File: config.mk
export PLATFORM = sky130hd
export DESIGN_NAME = multi_cycle_control
export DESIGN_NICKNAME = d
export VERILOG_FILES = /design/src/rtl/multi_cycle_control.sv
export SDC_FILE = /design/constraint.sdc
export NUM_CORES = 1
export LEC_CHECK = 0
export BUFFER_PORTS_ARGS = -buffer_cell sky130_fd_sc_hd__buf_2
export CORE_ASPECT_RATIO = 1.5
export CORE_UTILIZATION = 37
export DETAILED_ROUTE_END_ITERATION = 16
export GPL_ROUTABILITY_DRIVEN = 1
export MAX_ROUTING_LAYER = met4
export PLACE_DENSITY = 0.61
export SKIP_CTS_REPAIR_TIMING = 1
export SLEW_MARGIN = 5
export SYNTH_ARGS = -nofsm -noshare
export SYNTH_HDL_FRONTEND = slang
export SYNTH_SLANG_ARGS = --single-unit
File: constraint.sdc
create_clock -name clk -period 4.5 [get_ports clk]
set_clock_uncertainty 0.15 [all_clocks]
set_input_delay 0.225 -clock clk [delete_from_list [all_inputs] [get_ports clk]]
set_output_delay 0.225 -clock clk [all_outputs]
set_load 0.03 [all_outputs]
File: src/rtl/multi_cycle_control.sv
// ---------------------------------------------------------------------------
// multi_cycle_control
//
// Control unit for a classic multi-cycle MIPS datapath (lw, sw, R-type,
// beq, j, addi). It is a Moore machine: every datapath control is a pure
// function of the current state, and all of them are held in flops so
// they change only on the rising edge of clk.
//
// Ports
//   clk          single clock, rising-edge active
//   rst          synchronous active-high reset (returns to FETCH)
//   opcode[5:0]  instruction opcode from the instruction register
//   funct[5:0]   R-type function field (not used for sequencing)
//   PCWrite, PCWriteCond, IorD, MemRead, MemWrite, MemtoReg, IRWrite,
//   ALUSrcA, RegWrite, RegDst        1-bit datapath controls
//   PCSource[1:0], ALUOp[1:0], ALUSrcB[1:0]   mux / ALU selects
//   state[STATE_W-1:0]  current state encoding, for debug
//   illegal_op   one-cycle pulse after a DECODE with an unsupported opcode
// ---------------------------------------------------------------------------
module multi_cycle_control #(
    parameter int STATE_W = 4
) (
    input  logic               clk,
    input  logic               rst,
    input  logic [5:0]         opcode,
    input  logic [5:0]         funct,
    output logic               PCWrite,
    output logic               PCWriteCond,
    output logic               IorD,
    output logic               MemRead,
    output logic               MemWrite,
    output logic               MemtoReg,
    output logic               IRWrite,
    output logic               ALUSrcA,
    output logic               RegWrite,
    output logic               RegDst,
    output logic [1:0]         PCSource,
    output logic [1:0]         ALUOp,
    output logic [1:0]         ALUSrcB,
    output logic [STATE_W-1:0] state,
    output logic               illegal_op
);

    typedef enum logic [3:0] {
        FETCH  = 4'd0,
        DECODE = 4'd1,
        MEMADR = 4'd2,
        MEMRD  = 4'd3,
        MEMWB  = 4'd4,
        MEMWR  = 4'd5,
        EXEC   = 4'd6,
        RCOMP  = 4'd7,
        BRANCH = 4'd8,
        JUMP   = 4'd9,
        ADDIEX = 4'd10,
        ADDIWB = 4'd11
    } state_t;

    localparam logic [5:0] OP_RTYPE = 6'b000000;
    localparam logic [5:0] OP_LW    = 6'b100011;
    localparam logic [5:0] OP_SW    = 6'b101011;
    localparam logic [5:0] OP_BEQ   = 6'b000100;
    localparam logic [5:0] OP_J     = 6'b000010;
    localparam logic [5:0] OP_ADDI  = 6'b001000;

    typedef struct packed {
        logic       pc_write;
        logic       pc_write_cond;
        logic       iord;
        logic       mem_read;
        logic       mem_write;
        logic       mem_to_reg;
        logic       ir_write;
        logic       alu_src_a;
        logic       reg_write;
        logic       reg_dst;
        logic [1:0] pc_source;
        logic [1:0] alu_op;
        logic [1:0] alu_src_b;
    } ctrl_t;

    state_t state_q;
    state_t next_state;
    ctrl_t  ctrl_q;
    logic   opcode_legal;

    // The function field plays no part in sequencing; folding it into a
    // deliberately unused net keeps the port without leaving it dangling.
    logic unused_funct;
    assign unused_funct = ^funct;

    // Control word for a given state. Anything not named for a state is 0,
    // which also covers the four unused encodings.
    function automatic ctrl_t decode_ctrl(input state_t s);
        ctrl_t c;
        c = '0;
        case (s)
            FETCH: begin
                c.mem_read  = 1'b1;
                c.ir_write  = 1'b1;
                c.alu_src_b = 2'b01;
                c.pc_write  = 1'b1;
            end
            DECODE: c.alu_src_b = 2'b11;
            MEMADR, ADDIEX: begin
                c.alu_src_a = 1'b1;
                c.alu_src_b = 2'b10;
            end
            MEMRD: begin
                c.mem_read = 1'b1;
                c.iord     = 1'b1;
            end
            MEMWR: begin
                c.mem_write = 1'b1;
                c.iord      = 1'b1;
            end
            MEMWB: begin
                c.reg_write  = 1'b1;
                c.mem_to_reg = 1'b1;
            end
            EXEC: begin
                c.alu_src_a = 1'b1;
                c.alu_op    = 2'b10;
            end
            RCOMP: begin
                c.reg_write = 1'b1;
                c.reg_dst   = 1'b1;
            end
            ADDIWB: c.reg_write = 1'b1;
            BRANCH: begin
                c.alu_src_a     = 1'b1;
                c.alu_op        = 2'b01;
                c.pc_write_cond = 1'b1;
                c.pc_source     = 2'b01;
            end
            JUMP: begin
                c.pc_write  = 1'b1;
                c.pc_source = 2'b10;
            end
            default: c = '0;
        endcase
        return c;
    endfunction

    // Next-state selection. Opcode is only looked at in DECODE and MEMADR,
    // so it may change freely while the machine is in any other state.
    always_comb begin
        next_state   = FETCH;
        opcode_legal = 1'b0;
        case (opcode)
            OP_RTYPE, OP_LW, OP_SW, OP_BEQ, OP_J, OP_ADDI: opcode_legal = 1'b1;
            default:                                       opcode_legal = 1'b0;
        endcase
        case (state_q)
            FETCH:  next_state = DECODE;
            DECODE: begin
                case (opcode)
                    OP_RTYPE:     next_state = EXEC;
                    OP_LW, OP_SW: next_state = MEMADR;
                    OP_BEQ:       next_state = BRANCH;
                    OP_J:         next_state = JUMP;
                    OP_ADDI:      next_state = ADDIEX;
                    default:      next_state = FETCH;
                endcase
            end
            MEMADR: next_state = (opcode == OP_LW) ? MEMRD : MEMWR;
            MEMRD:  next_state = MEMWB;
            EXEC:   next_state = RCOMP;
            ADDIEX: next_state = ADDIWB;
            default: next_state = FETCH;
        endcase
    end

    // State register plus the registered control word. The control word is
    // decoded from the state being entered, so after each edge it matches
    // the state now held. The illegal-opcode flag is raised for the single
    // cycle that follows a DECODE which fell back to FETCH.
    always_ff @(posedge clk) begin
        if (rst) begin
            state_q    <= FETCH;
            ctrl_q     <= decode_ctrl(FETCH);
            illegal_op <= 1'b0;
        end else begin
            state_q    <= next_state;
            ctrl_q     <= decode_ctrl(next_state);
            illegal_op <= (state_q == DECODE) && !opcode_legal;
        end
    end

    assign PCWrite     = ctrl_q.pc_write;
    assign PCWriteCond = ctrl_q.pc_write_cond;
    assign IorD        = ctrl_q.iord;
    assign MemRead     = ctrl_q.mem_read;
    assign MemWrite    = ctrl_q.mem_write;
    assign MemtoReg    = ctrl_q.mem_to_reg;
    assign IRWrite     = ctrl_q.ir_write;
    assign ALUSrcA     = ctrl_q.alu_src_a;
    assign RegWrite    = ctrl_q.reg_write;
    assign RegDst      = ctrl_q.reg_dst;
    assign PCSource    = ctrl_q.pc_source;
    assign ALUOp       = ctrl_q.alu_op;
    assign ALUSrcB     = ctrl_q.alu_src_b;
    assign state       = STATE_W'(state_q);

endmodule

==> metrics.txt <==
# TYPE chip_impl_metric gauge
chip_impl_info{name="cell_types_with_the_highest_counts_after_synthesis",value="sky130_fd_sc_hd__dfxtp_1, sky130_fd_sc_hd__nor2_1, sky130_fd_sc_hd__nand2_1, sky130_fd_sc_hd__nor3_1, sky130_fd_sc_hd__inv_1"} 1
chip_impl_metric{name="finalPower",unit="mW"} 0.3059
chip_impl_metric{name="grt_pass1_wl",unit="um"} 2704
chip_impl_metric{name="die-area",unit="sq um"} 2436
chip_impl_metric{name="num_vias",unit=""} 708
chip_impl_info{name="grt_setup_unrepaired",value="false"} 1
chip_impl_info{name="largest_family_of_logic_cells_by_synthesized_area",value="simple AND/OR/NAND/NOR gates"} 1
chip_impl_info{name="synth.top_cells.by_area",value="sky130_fd_sc_hd__dfxtp_1, sky130_fd_sc_hd__maj3_1, sky130_fd_sc_hd__nor2_1"} 1
chip_impl_metric{name="grt_met1_use",unit="%"} 18.72
chip_impl_info{name="grt_busiest_layer",value="met2"} 1
chip_impl_metric{name="fillers",unit=""} 220
chip_impl_metric{name="ios",unit=""} 35
chip_impl_metric{name="grt_pass1_vias",unit=""} 610
chip_impl_info{name="timing_worst_setup_path_type",value="flop to flop"} 1
chip_impl_metric{name="synthArstFlopShare",unit="%"} 0
chip_impl_metric{name="wirelength",unit="um"} 1656
chip_impl_metric{name="syn-cell-area",unit="sq um"} 828.3
chip_impl_metric{name="synth_area_per_cell",unit="sq um"} 9.745
chip_impl_metric{name="fmaxAchievable",unit="MHz"} 435.0
chip_impl_metric{name="worst_path_largest_cell_delay",unit="ns"} 0.53
chip_impl_metric{name="place_congestion",unit=""} 0.8322
chip_impl_metric{name="die_width",unit="um"} 40.63
chip_impl_metric{name="post_synth_mux_area_share",unit="%"} 0
chip_impl_metric{name="route.detailed.wl_per_inst",unit="um"} 12.45
chip_impl_metric{name="postRouteAntennaNets",unit=""} 0
chip_impl_info{name="status",value="complete, no violations"} 1
chip_impl_metric{name="max_cap_viol_count",unit=""} 0
chip_impl_metric{name="synth_nets",unit=""} 99
chip_impl_metric{name="drc_errors",unit=""} 0
chip_impl_info{name="worst_path_max_delay_cell",value="sky130_fd_sc_hd__or4b_1"} 1
chip_impl_info{name="cts_tree",value="yes"} 1
chip_impl_metric{name="yosys.area_share.adder",unit="%"} 3.625
chip_impl_metric{name="timing.max_slew.rel_slack",unit="%"} 70.43
chip_impl_metric{name="share_of_post_route_cells_with_drive_strength_above_1",unit="%"} 31.53
chip_impl_info{name="most_area_hungry_cell_type_in_the_yosys_netlist",value="sky130_fd_sc_hd__dfxtp_1"} 1
chip_impl_metric{name="setup-tns-final",unit="ns"} 0
chip_impl_metric{name="worst_setup_hold_path_clk_slew",unit="ns"} 0.10
chip_impl_metric{name="synth_enable_flop_cells",unit=""} 0
chip_impl_metric{name="synthesis.yosys.warnings",unit=""} 0
chip_impl_metric{name="timing.critical_path.arrival",unit="ns"} 2.38
chip_impl_metric{name="post_synthesis_xor_xnor_area_fraction",unit="%"} 2.115
chip_impl_metric{name="grt_antenna_before_repair",unit=""} 0
chip_impl_metric{name="synth.ff_latch_count",unit=""} 20
chip_impl_metric{name="min_period_over_period",unit="%"} 51.08
chip_impl_metric{name="synth_seq_area_share",unit="%"} 48.34
chip_impl_metric{name="grt_max_degree",unit=""} 16
chip_impl_metric{name="placementRows",unit=""} 20
chip_impl_metric{name="finalHoldViolCount",unit=""} 0
chip_impl_info{name="cell_breakdown_of_the_critical_path",value="or4b_1 -> a2111o_1 -> and3_4 -> and4bb_1 -> o2bb2ai_1"} 1
chip_impl_metric{name="vdd_drop_max",unit="uV"} 107.2
chip_impl_metric{name="number_of_input_and_output_port_buffers_inserted",unit=""} 28
chip_impl_info{name="synth_top_flop_cell",value="sky130_fd_sc_hd__dfxtp_1"} 1
chip_impl_metric{name="synthSimpleGateAreaFrac",unit="%"} 28.10
chip_impl_metric{name="final_cell_count_without_fillers",unit=""} 133
chip_impl_info{name="most_common_cell_in_the_netlist",value="sky130_fd_sc_hd__dfxtp_1"} 1
chip_impl_metric{name="netlist-cell-type-count",unit=""} 37
chip_impl_info{name="cp-start-kind",value="flop"} 1
chip_impl_metric{name="final_worst_path_period_need",unit="ns"} 2.299
chip_impl_info{name="critPathCaptureType",value="flop"} 1
chip_impl_metric{name="clock_path_buffers",unit=""} 2
chip_impl_info{name="holdCritPathClass",value="input pin to flop"} 1
chip_impl_metric{name="dpl.cell_count",unit=""} 130
chip_impl_metric{name="first_iteration_detailed_routing_drc_count",unit=""} 10
chip_impl_metric{name="clock_tree.htree_level_count",unit=""} 1
chip_impl_metric{name="dp_wirelength",unit="um"} 1303
chip_impl_metric{name="core",unit="sq um"} 2077
chip_impl_metric{name="drv_slew",unit=""} 0
chip_impl_metric{name="groute.layer.met3.usage",unit="%"} 3.346
chip_impl_metric{name="grt_util_met2",unit="%"} 26.53
chip_impl_metric{name="layout-area-overhead-vs-synth",unit="%"} 19.34
chip_impl_metric{name="required",unit="ns"} 4.58
chip_impl_metric{name="grt_use_total",unit="%"} 16.86
chip_impl_metric{name="finalNetCount",unit=""} 127
chip_impl_metric{name="grt_remaining_overflow",unit=""} 0
chip_impl_metric{name="vias_per_cell",unit=""} 5.323
chip_impl_metric{name="synth_top_area_share",unit="%"} 48.34
chip_impl_metric{name="synthCells",unit=""} 85
chip_impl_metric{name="clock_sink_count",unit=""} 20
chip_impl_metric{name="chipHeight",unit="um"} 59.95
chip_impl_metric{name="clock_latency",unit="ns"} 0.29
chip_impl_metric{name="cts_made_buffers",unit=""} 3
chip_impl_metric{name="leakagePower",unit="nW"} 0.4621
chip_impl_metric{name="start_util",unit="%"} 39.88
chip_impl_metric{name="worst-path-max-fanout",unit=""} 9
chip_impl_metric{name="antennaDiodeCount",unit=""} 0
chip_impl_metric{name="setup_viol_count_final",unit=""} 0
chip_impl_metric{name="powerDensity",unit="nW/um^2"} 309.5
chip_impl_metric{name="synth-compound-area-share",unit="%"} 12.39
chip_impl_metric{name="firstDrtPassIters",unit=""} 4
chip_impl_metric{name="tightestPinTransition",unit="ns"} 0.4419
chip_impl_info{name="root_buffer",value="sky130_fd_sc_hd__clkbuf_4"} 1
## registers in the layout (all words and copies together) (netlist names)
name         cells
PCWrite          1
ALUSrcA          1
RegDst           1
MemWrite         1
IRWrite          1
PCWriteCond      1
MemRead          1
MemtoReg         1
RegWrite         1
ALUSrcB          2
PCSource         1
ALUOp            2
illegal_op       1
IorD             1
state            4
## worst paths after layout
check             slack, ns  cells after the start       from          to
setup / recovery       2.20                      5   state[0]  ALUSrcB[1]
hold / removal         0.08                      3  opcode[4]  illegal_op
setup reg to reg       2.20                      5   state[0]  ALUSrcB[1]
hold reg to reg        0.51                      2   state[1]  illegal_op
## stage by stage
stage	hold WS [ns]	area, sq um	util [%]	worst slack (ns)
2_1_floorplan	0.1590	828.3	-	2.176
3_3_place_gp	0.3991	965.9	46.51	2.226
3_5_place_dp	0.4005	965.9	46.51	2.215
4_1_cts	0.08482	988.4	47.59	2.194
5_1_grt	0.1009	988.4	47.59	2.095
6_report	0.08443	988.4	47.59	2.201
## layout by cell type, fill, tap and decap left out, types with 2 or more instances in the layout
cell type and instances:
sky130_fd_sc_hd__a21oi_1 2, sky130_fd_sc_hd__nor2_1 8, sky130_fd_sc_hd__dfxtp_1 20, sky130_fd_sc_hd__nor3_1 5, sky130_fd_sc_hd__buf_2 28, sky130_fd_sc_hd__nand2b_1 2
sky130_fd_sc_hd__o22ai_1 3, sky130_fd_sc_hd__clkbuf_4 3, sky130_fd_sc_hd__nor3b_1 2, sky130_fd_sc_hd__inv_1 4, sky130_fd_sc_hd__nor4bb_1 2, sky130_fd_sc_hd__maj3_1 3
sky130_fd_sc_hd__or2_1 2, sky130_fd_sc_hd__nand2_1 5
## kinds of logic after synthesis
| group | count (synthesis) |
|---|---|
| XOR/XNOR | 2 |
| AND/OR/NAND/NOR | 37 |
| adder cells (fa/ha/maj) | 3 |
| AO/OA/AOI/OAI | 14 |
| flip-flops | 20 |
| buffers and inverters | 9 |
## final cells by class
cell class	instances	area, sq um	share of cell area [%]
repair buffers	28	140.1	14.18
inverters	4	15.01	1.519
multi-input cells	56	382.9	38.73
well taps	22	27.53	2.785
clock buffers	3	22.52	2.278
flip-flops and latches	20	400.4	40.51
## routing by layer
metal | wire length [um] | part of all wire, %
met5 | 0 | 0
met4 | 47 | 2.8
met3 | 69 | 4.2
met2 | 852 | 51
met1 | 686 | 41
## critical path: cells and delay by family (launching register included)
kind             cells  cell delay (ns)
AO/OA/AOI/OAI        2             0.54
flip-flops           1             0.51
AND/OR/NAND/NOR      3             1.05
## power breakdown
part           internal (mW)  leakage, nW  switching [mW]
clock                 0.0312       0.0138          0.0495
sequential             0.182        0.163         0.00296
combinational         0.0142        0.285          0.0260
Note: power is estimated with default switching activity, not from simulation.
